## config.mk

```make
export PLATFORM = sky130hd
export DESIGN_NAME = aes_text_out_serializer
export DESIGN_NICKNAME = d
export VERILOG_FILES = /design/src/rtl/aes_out_pkg.sv /design/src/rtl/aes_block_fifo.sv /design/src/rtl/aes_text_out_serializer.sv
export SDC_FILE = /design/constraint.sdc
export NUM_CORES = 1
export LEC_CHECK = 0
export CAP_MARGIN = 30
export CORE_ASPECT_RATIO = 0.9
export CORE_MARGIN = 2
export CORE_UTILIZATION = 35
export DETAILED_ROUTE_END_ITERATION = 6
export DONT_BUFFER_PORTS = 1
export GPL_ROUTABILITY_DRIVEN = 0
export PLACE_DENSITY_LB_ADDON = 0.1
export SLEW_MARGIN = 5
export SYNTH_ARGS = -nofsm -noshare
export SYNTH_HDL_FRONTEND = slang
export SYNTH_SLANG_ARGS = --single-unit
```

## constraint.sdc

```tcl
create_clock -name clk -period 6.85 [get_ports clk]
set_input_delay 1.37 -clock clk [delete_from_list [all_inputs] [get_ports clk]]
set_output_delay 1.37 -clock clk [all_outputs]
set_load 0.01 [all_outputs]
```

## src/rtl/aes_out_pkg.sv

```systemverilog
// Shared types and sizing helpers for the AES text_out serializer.
package aes_out_pkg;

    typedef enum logic {
        IDLE = 1'b0,
        SEND = 1'b1
    } state_t;

    function automatic int nwords(input int block_w, input int word_w);
        return block_w / word_w;
    endfunction

    // Width of an index over n items; never below 1 bit.
    function automatic int idx_w(input int n);
        return (n > 1) ? $clog2(n) : 1;
    endfunction

endpackage

```

## src/rtl/aes_block_fifo.sv

```systemverilog
// DEPTH x W block FIFO; pointers wrap modulo DEPTH so any DEPTH >= 1 works.
module aes_block_fifo #(
    parameter int W     = 128,
    parameter int DEPTH = 2
) (
    input  logic                       clk,
    input  logic                       rst,
    input  logic                       push,
    input  logic                       pop,
    input  logic [W-1:0]               wdata,
    output logic [W-1:0]               rdata,
    output logic [$clog2(DEPTH+1)-1:0] count,
    output logic                       full,
    output logic                       empty
);

    localparam int PTR_W = (DEPTH > 1) ? $clog2(DEPTH) : 1;
    localparam int CNT_W = $clog2(DEPTH+1);

    logic [W-1:0]     mem [DEPTH];
    logic [PTR_W-1:0] wr_ptr;
    logic [PTR_W-1:0] rd_ptr;
    logic             do_push;
    logic             do_pop;

    function automatic logic [PTR_W-1:0] ptr_inc(input logic [PTR_W-1:0] p);
        return (p == PTR_W'(DEPTH-1)) ? '0 : p + 1'b1;
    endfunction

    // A push into a full FIFO is legal only when the head leaves the same cycle.
    assign do_push = push && (!full || pop);
    assign do_pop  = pop && !empty;

    assign full  = (count == CNT_W'(DEPTH));
    assign empty = (count == '0);
    assign rdata = mem[rd_ptr];

    always_ff @(posedge clk or negedge rst) begin
        if (!rst) begin
            wr_ptr <= '0;
            rd_ptr <= '0;
            count  <= '0;
        end else begin
            if (do_push) wr_ptr <= ptr_inc(wr_ptr);
            if (do_pop)  rd_ptr <= ptr_inc(rd_ptr);
            case ({do_push, do_pop})
                2'b10:   count <= count + 1'b1;
                2'b01:   count <= count - 1'b1;
                default: count <= count;
            endcase
        end
    end

    always_ff @(posedge clk) begin
        if (do_push) mem[wr_ptr] <= wdata;
    end

endmodule

```

## src/rtl/aes_text_out_serializer.sv

```systemverilog
// Captures cipher text_out blocks on done, buffers them, and streams each
// block MSB-word first over a valid/ready port, flagging dropped blocks.
module aes_text_out_serializer
    import aes_out_pkg::*;
#(
    parameter int BLOCK_W = 128,
    parameter int WORD_W  = 32,
    parameter int DEPTH   = 2
) (
    input  logic                       clk,
    input  logic                       rst,
    input  logic                       done,
    input  logic [BLOCK_W-1:0]         text_out,
    output logic                       out_valid,
    input  logic                       out_ready,
    output logic [WORD_W-1:0]          out_data,
    output logic                       out_last,
    output logic [$clog2(DEPTH+1)-1:0] blk_count,
    output logic                       full,
    output logic                       overflow,
    input  logic                       clr_ovf,
    output state_t                     state_dbg
);

    localparam int NW    = nwords(BLOCK_W, WORD_W);
    localparam int IDX_W = idx_w(NW);
    localparam int CNT_W = $clog2(DEPTH+1);

    generate
        if (BLOCK_W % WORD_W != 0) begin : g_bad_width
            $error("BLOCK_W must be a multiple of WORD_W");
        end
        if (DEPTH < 1) begin : g_bad_depth
            $error("DEPTH must be at least 1");
        end
    endgenerate

    state_t                       state, state_nx;
    logic [IDX_W-1:0]             idx, idx_nx;
    logic [BLOCK_W-1:0]           head;
    logic [NW-1:0][WORD_W-1:0]    words;
    logic [CNT_W-1:0]             count;
    logic                         fifo_full, fifo_empty;
    logic                         is_last, hs, pop, push, drop;

    // Valid/ready: a word transfers on a cycle where out_valid && out_ready;
    // while out_valid is high and out_ready low, out_data/out_last hold.
    assign is_last = (idx == IDX_W'(NW-1));
    assign hs      = (state == SEND) && out_ready;
    assign pop     = hs && is_last && !fifo_empty;
    assign push    = done && (!fifo_full || pop);
    assign drop    = done && !push;

    aes_block_fifo #(
        .W     (BLOCK_W),
        .DEPTH (DEPTH)
    ) u_fifo (
        .clk   (clk),
        .rst   (rst),
        .push  (push),
        .pop   (pop),
        .wdata (text_out),
        .rdata (head),
        .count (count),
        .full  (fifo_full),
        .empty (fifo_empty)
    );

    // Packed word view: words[NW-1] is the most significant word (word 0).
    assign words = head;

    always_comb begin
        state_nx = state;
        idx_nx   = idx;
        case (state)
            IDLE: begin
                if (push) begin
                    state_nx = SEND;
                    idx_nx   = '0;
                end
            end
            SEND: begin
                if (hs) begin
                    if (is_last) begin
                        idx_nx   = '0;
                        state_nx = (count > CNT_W'(1) || push) ? SEND : IDLE;
                    end else begin
                        idx_nx = idx + 1'b1;
                    end
                end
            end
            default: begin
                state_nx = IDLE;
                idx_nx   = '0;
            end
        endcase
    end

    always_ff @(posedge clk or negedge rst) begin
        if (!rst) begin
            state    <= IDLE;
            idx      <= '0;
            overflow <= 1'b0;
        end else begin
            state <= state_nx;
            idx   <= idx_nx;
            if (drop)         overflow <= 1'b1;
            else if (clr_ovf) overflow <= 1'b0;
        end
    end

    assign out_valid = (state == SEND);
    assign out_data  = out_valid ? words[IDX_W'(NW-1) - idx] : '0;
    assign out_last  = out_valid && is_last;
    assign blk_count = count;
    assign full      = fifo_full;
    assign state_dbg = state;

endmodule
```

### Yosys cells after proc, flatten, opt, wreduce, memory -nomap -nowiden

Memories as Yosys holds them, arrays and structs flattened.
Cells that the tools add are included.

* logic and storage cells: 58
* register bits after elaboration: 8
* bits of input ports: 133
* output and inout port bits: 39
* memories: 1
* RAM bits: 256

Memory list
* u_fifo.mem: depth 2, bits a word 128, rd ports 1, clocked after Yosys merged registers in 0, write ports 1, RTL line aes_block_fifo.sv:20 `logic [W-1:0] mem [DEPTH];`

* reduce and logical (&&, ||, !) cells: 17
* bitwise operators: 1
* eq/ne operators: 6
* mux-type cells: 19
* add/subtract/negate cells: 6
* magnitude comparators: 2

Operators by type and width (number)
* $bmux W32 S2: 1
* $mux W32: 2
* $mux W1: 10
* $logic_and A1 B1 Y1: 8
* $pmux W2 S2: 2
* $eq A2 B2 Y1 const B: 3
* $mux W2: 3
* $add A2 B1 Y2 const B: 2
* $reduce_bool A2 Y1: 2
* $logic_not A1 Y1: 3
* $lt A2 B3 Y1 const B: 1
* $add A1 B1 Y1 const B: 2
* $eq A2 B1 Y1 const B: 1
* $gt A2 B1 Y1 const B: 1
* $logic_not A2 Y1: 1
* $logic_or A1 B1 Y1: 2
* $ne A2 B1 Y1 const B: 1
* $ne A2 B2 Y1 const B: 1
* $pmux W1 S2: 1
* $reduce_and A2 Y1: 1
* $sub A2 B1 Y2 const B: 1
* $sub A2 B2 Y2 const A: 1
* $not A1 Y1: 1

### Depth between registers and ports, before layout

* depth after elaboration: 10
* depth in mapped cells: 8
* mapped depth without buffers: 8

### By module

A second synthesis with hierarchy kept.

* cell total of the unflattened synthesis: 554
* area total of the unflattened synthesis: 10714.0 um2

Modules (own cells, without submodules)
* aes_block_fifo: instances 1, cells an instance 417, seq. area each 7787.5 um2, area each 9480.3 um2
* aes_text_out_serializer: instances 1, cells an instance 137, seq. area each 100.1 um2, area each 1233.7 um2

### Worst setup path before layout

Ideal clock, no wire load.

* path kind: input port to flip-flop
* start: input port out_ready
* end: memory u_fifo.mem[0][0], enable pin
* setup time: 0.632 ns
* data required time: 6.218 ns
* stages on the path: 3
* data arrival time: 7.556 ns
* setup slack: -1.338 ns
* buffers on the path: 0
* cells stage by stage: nand4b_1 > a21boi_1 > nor2b_1

* cells in the longest elaborated chain, start to end: 8

Ends and longest elaborated chain
* start, declared: RTL line aes_text_out_serializer.sv:15 `input logic out_ready,`
* $logic_and A1 B1 Y1 (*): RTL line aes_text_out_serializer.sv:49 `assign hs = (state == SEND) && out_ready;`
* $logic_and A1 B1 Y1 (*) (2 in series): RTL line aes_text_out_serializer.sv:50 `assign pop = hs && is_last && !fifo_empty;`
* $logic_or A1 B1 Y1 (*): RTL line aes_block_fifo.sv:31, aes_text_out_serializer.sv:51
* $logic_and A1 B1 Y1: RTL line aes_text_out_serializer.sv:51 `assign push = done && (!fifo_full || pop);`
* $logic_and A1 B1 Y1 (*): RTL line aes_block_fifo.sv:31 `assign do_push = push && (!full || pop);`
* $mux W1 (*): RTL line aes_block_fifo.sv:55 `if (do_push) mem[wr_ptr] <= wdata;`
* $mux W1 (not written as such) (*): RTL line aes_block_fifo.sv:55
* end, declared: RTL line aes_block_fifo.sv:20

Every way passes the cells marked *; elsewhere a longest branch is shown, timed or not.

### Worst setup path in the final report

* start: register idx[1]
* end: output port out_data[29]

* cells in the longest elaborated chain, start to end: 4

Ends and longest elaborated chain
* start, declared: RTL line aes_text_out_serializer.sv:39 `logic [IDX_W-1:0] idx, idx_nx;`
* start signal, assigned: RTL line aes_text_out_serializer.sv:106 `idx <= idx_nx;`
* $sub A2 B2 Y2: RTL line aes_text_out_serializer.sv:113 `assign out_data = out_valid ? words[IDX_W'(NW-1) - idx] : '0;`
* $bmux W32 S2: RTL line aes_text_out_serializer.sv:113
* $mux W32 (not written as such): RTL line aes_text_out_serializer.sv:113
* $mux W32: RTL line aes_text_out_serializer.sv:113
* end, declared: RTL line aes_text_out_serializer.sv:16 `output logic [WORD_W-1:0] out_data,`

No other way between the ends. The select of a mux whose other input is x is not followed.

==> flow_summary.yaml <==
outcome:
  status: "completed"
critical_path:
  rr_endpoint: "u_fifo.mem[0][12]$_DFFE_PP_"
  r2r_slack_ps: 2950
  cp-start-kind: "flop"
  critPathMaxFanout: 50
  crit_type: "flop to output port"
  worst_r2r_path_depth: 5
  end_kind: "output port"
  r2r_start: "idx[1]$_DFFE_PN0P_"
  required_ps: 5480
  crit_arrival_ps: 3060
clock_network:
  cts-root-buf: "clkbuf_16"
  clk-insertion-delay-late_ps: 540
  cts-resized-gates: 0
  htreeDepth: 1
  clock-sinks: 264
  cts_buffers: 29
  cts_setup_buffers: 0
  path_clk_slew_ps: 60
  clk_path_buf_depth: 3
  cts_tree: "built"
  cts_hold_buf: 0
routing:
  route.detailed.drc: 0
  dr.pass1.iters: 4
  route.vias.total: 4609
  wirelength_mm: 20.99
  ant_nets: 0
  wl_per_cell_um: 22.89
  drtIter0Drc: 285
  vias_per_cell: 5.026
timing:
  setup_viol: 0
  fin_crit_ps: 4432
  skew_ps: 14.14
  rsz0062_at_grt: "no"
  slew_headroom: 0.4060
  post-route-period-util: 0.6469
  max_clock_freq_mhz: 225.7
  finalHoldViolations: 0
  tns_ps: 0
  tightest_slew_ps: 891.0
  slew_viol_final: 0
synth:
  ys_seq_elements: 264
  ys_types: 25
  yosysWarnings: 0
  seq_area_frac_synth: 0.7710
  synth_area_mm2: 0.01023
  post_synth.cell_area_avg_um2: 20.96
  synthesis.nets: 626
  synth_cells: 488
cells_and_area:
  area_growth_pct: 12.94
  layout_commonest_cell: "edfxtp_1"
  fin_nets: 633
  stdcell_area_mm2: 0.01155
  final_layout_size_suffix_gt1_frac: 0.1721
  mostFrequentLayoutCells: "edfxtp_1 (256), mux2i_1 (64), a22oi_1 (33)"
power_and_ir_drop:
  p_per_area_mw_per_mm2: 455.9
  ir_drop_uv: 234.8
  leakagePower_nw: 3.876
floorplan:
  boundaryPins: 172
  die-area_mm2: 0.03061
  die_y_um: 166.2
  initial_utilization: 0.3544
  die_x_um: 184.2
  design.core.area_mm2: 0.02886
  rows: 59
grt:
  grt_pass1_wl_mm: 31.18
  grt_overflow: 0
  antenna_found_initial: 2
  grt_max_degree: 61
  track_usage: 0.1365
  grt_pass1_vias: 5092
place:
  dpl.hpwl_mm: 12.72
  dpl-instance-area_mm2: 0.01065
  port_buffers: 0
min_path:
  hold_class: "input port to async pin"
job:
  maxCapViolations: 0
==> worst max-delay path: stages (launching register included) <==
cell     delay [ps]
dfrtp_4         990
buf_4           800
mux2i_1         160
a22oi_1         300
o211a_1         250
==> cells in the mapped netlist, drive strengths merged <==
cell type    n  area [µm²]
nor2b        2       12.51
o211ai       1       7.510
a21o         1       7.510
and2         3       18.77
xnor2        3       26.28
buf         19       138.9
nor2         2       7.510
dfrtp        8       200.2
nand4b       1       8.760
a32o         2       20.02
o211a       32       320.3
ha           5       62.56
a21boi       1       7.510
xor2         1       8.760
o21ai        2       10.01
mux4        32       720.7
clkbuf      13       48.80
nand2        1       3.750
inv          5       18.77
nand3        1       5.000
edfxtp     256        7687
mux2i       64       640.6
a22oi       33       247.7
==> where the power goes <==
part	total (W)	switching [W]	internal, W	leakage, nW
Sequential	0.00248	0.000266	0.00221	2.47
Clock	0.00144	0.000597	0.000848	0.443
Combinational	0.00134	0.000750	0.000593	0.959
==> worst max path at each step <==
stage	startpoint	endpoint	cells past startpoint
2_1_floorplan	out_ready	u_fifo.mem[0][0]$_DFFE_PP_	3
3_3_place_gp	idx[0]$_DFFE_PN0P_	out_data[29]	4
3_5_place_dp	idx[1]$_DFFE_PN0P_	out_data[29]	4
4_1_cts	idx[1]$_DFFE_PN0P_	out_data[29]	4
5_1_grt	idx[1]$_DFFE_PN0P_	out_data[29]	4
6_report	idx[1]$_DFFE_PN0P_	out_data[29]	4
==> per-layer routing <==
layer	up-vias	GRT usage	part of all wire
li1	2049	-	-
met2	156	0.2310	0.49
met3	32	0.06952	0.12
met5	-	0	0
met1	2372	0.1489	0.36
met4	0	0.04243	0.027
==> state kept, by name, indices dropped and copies added, names as in the netlist <==
name           cells
u_fifo.wr_ptr      1
idx                2
u_fifo.rd_ptr      1
out_valid          1
u_fifo.count       2
u_fifo.mem       256
overflow           1
==> metrics by stage <==
stage	total power (W)	setup WS [ps]	std cells	utilization	hold slack, ps
finish	0.005267	2418	917	0.4003	531.3
global route	0.005551	2177	917	0.4003	503.6
CTS	0.005382	2278	913	0.3999	501.5
detailed placement	0.003914	2856	860	0.3690	545.7
global placement	0.003844	2755	858	0.3676	529.6
floorplan	0.003573	1130	488	-	473.1
==> cells by family (layout without fill, tap and decap cells) <==
group,Yosys count,after routing,synth area share
mux,96,96,0.1331
simple gates,10,10,0.005504
other cells,0,4,0
fa+ha+maj,5,5,0.006115
buf+inv,37,66,0.02018
xor+xnor,4,4,0.003425
flops,264,264,0.7710
compound gates,72,72,0.06067
==> final cells by class <==
type / count / area (µm²)
fill: 2594 / 17310
sequential: 264 / 7898
multi-input combinational: 187 / 2155
clock buffer: 34 / 744.5
tap: 396 / 495.5
clock inverter: 19 / 147.6
timing repair buffer: 8 / 85.08
inverter: 5 / 18.77
antenna: 4 / 10.01
Power figures use the tool's default switching activity.
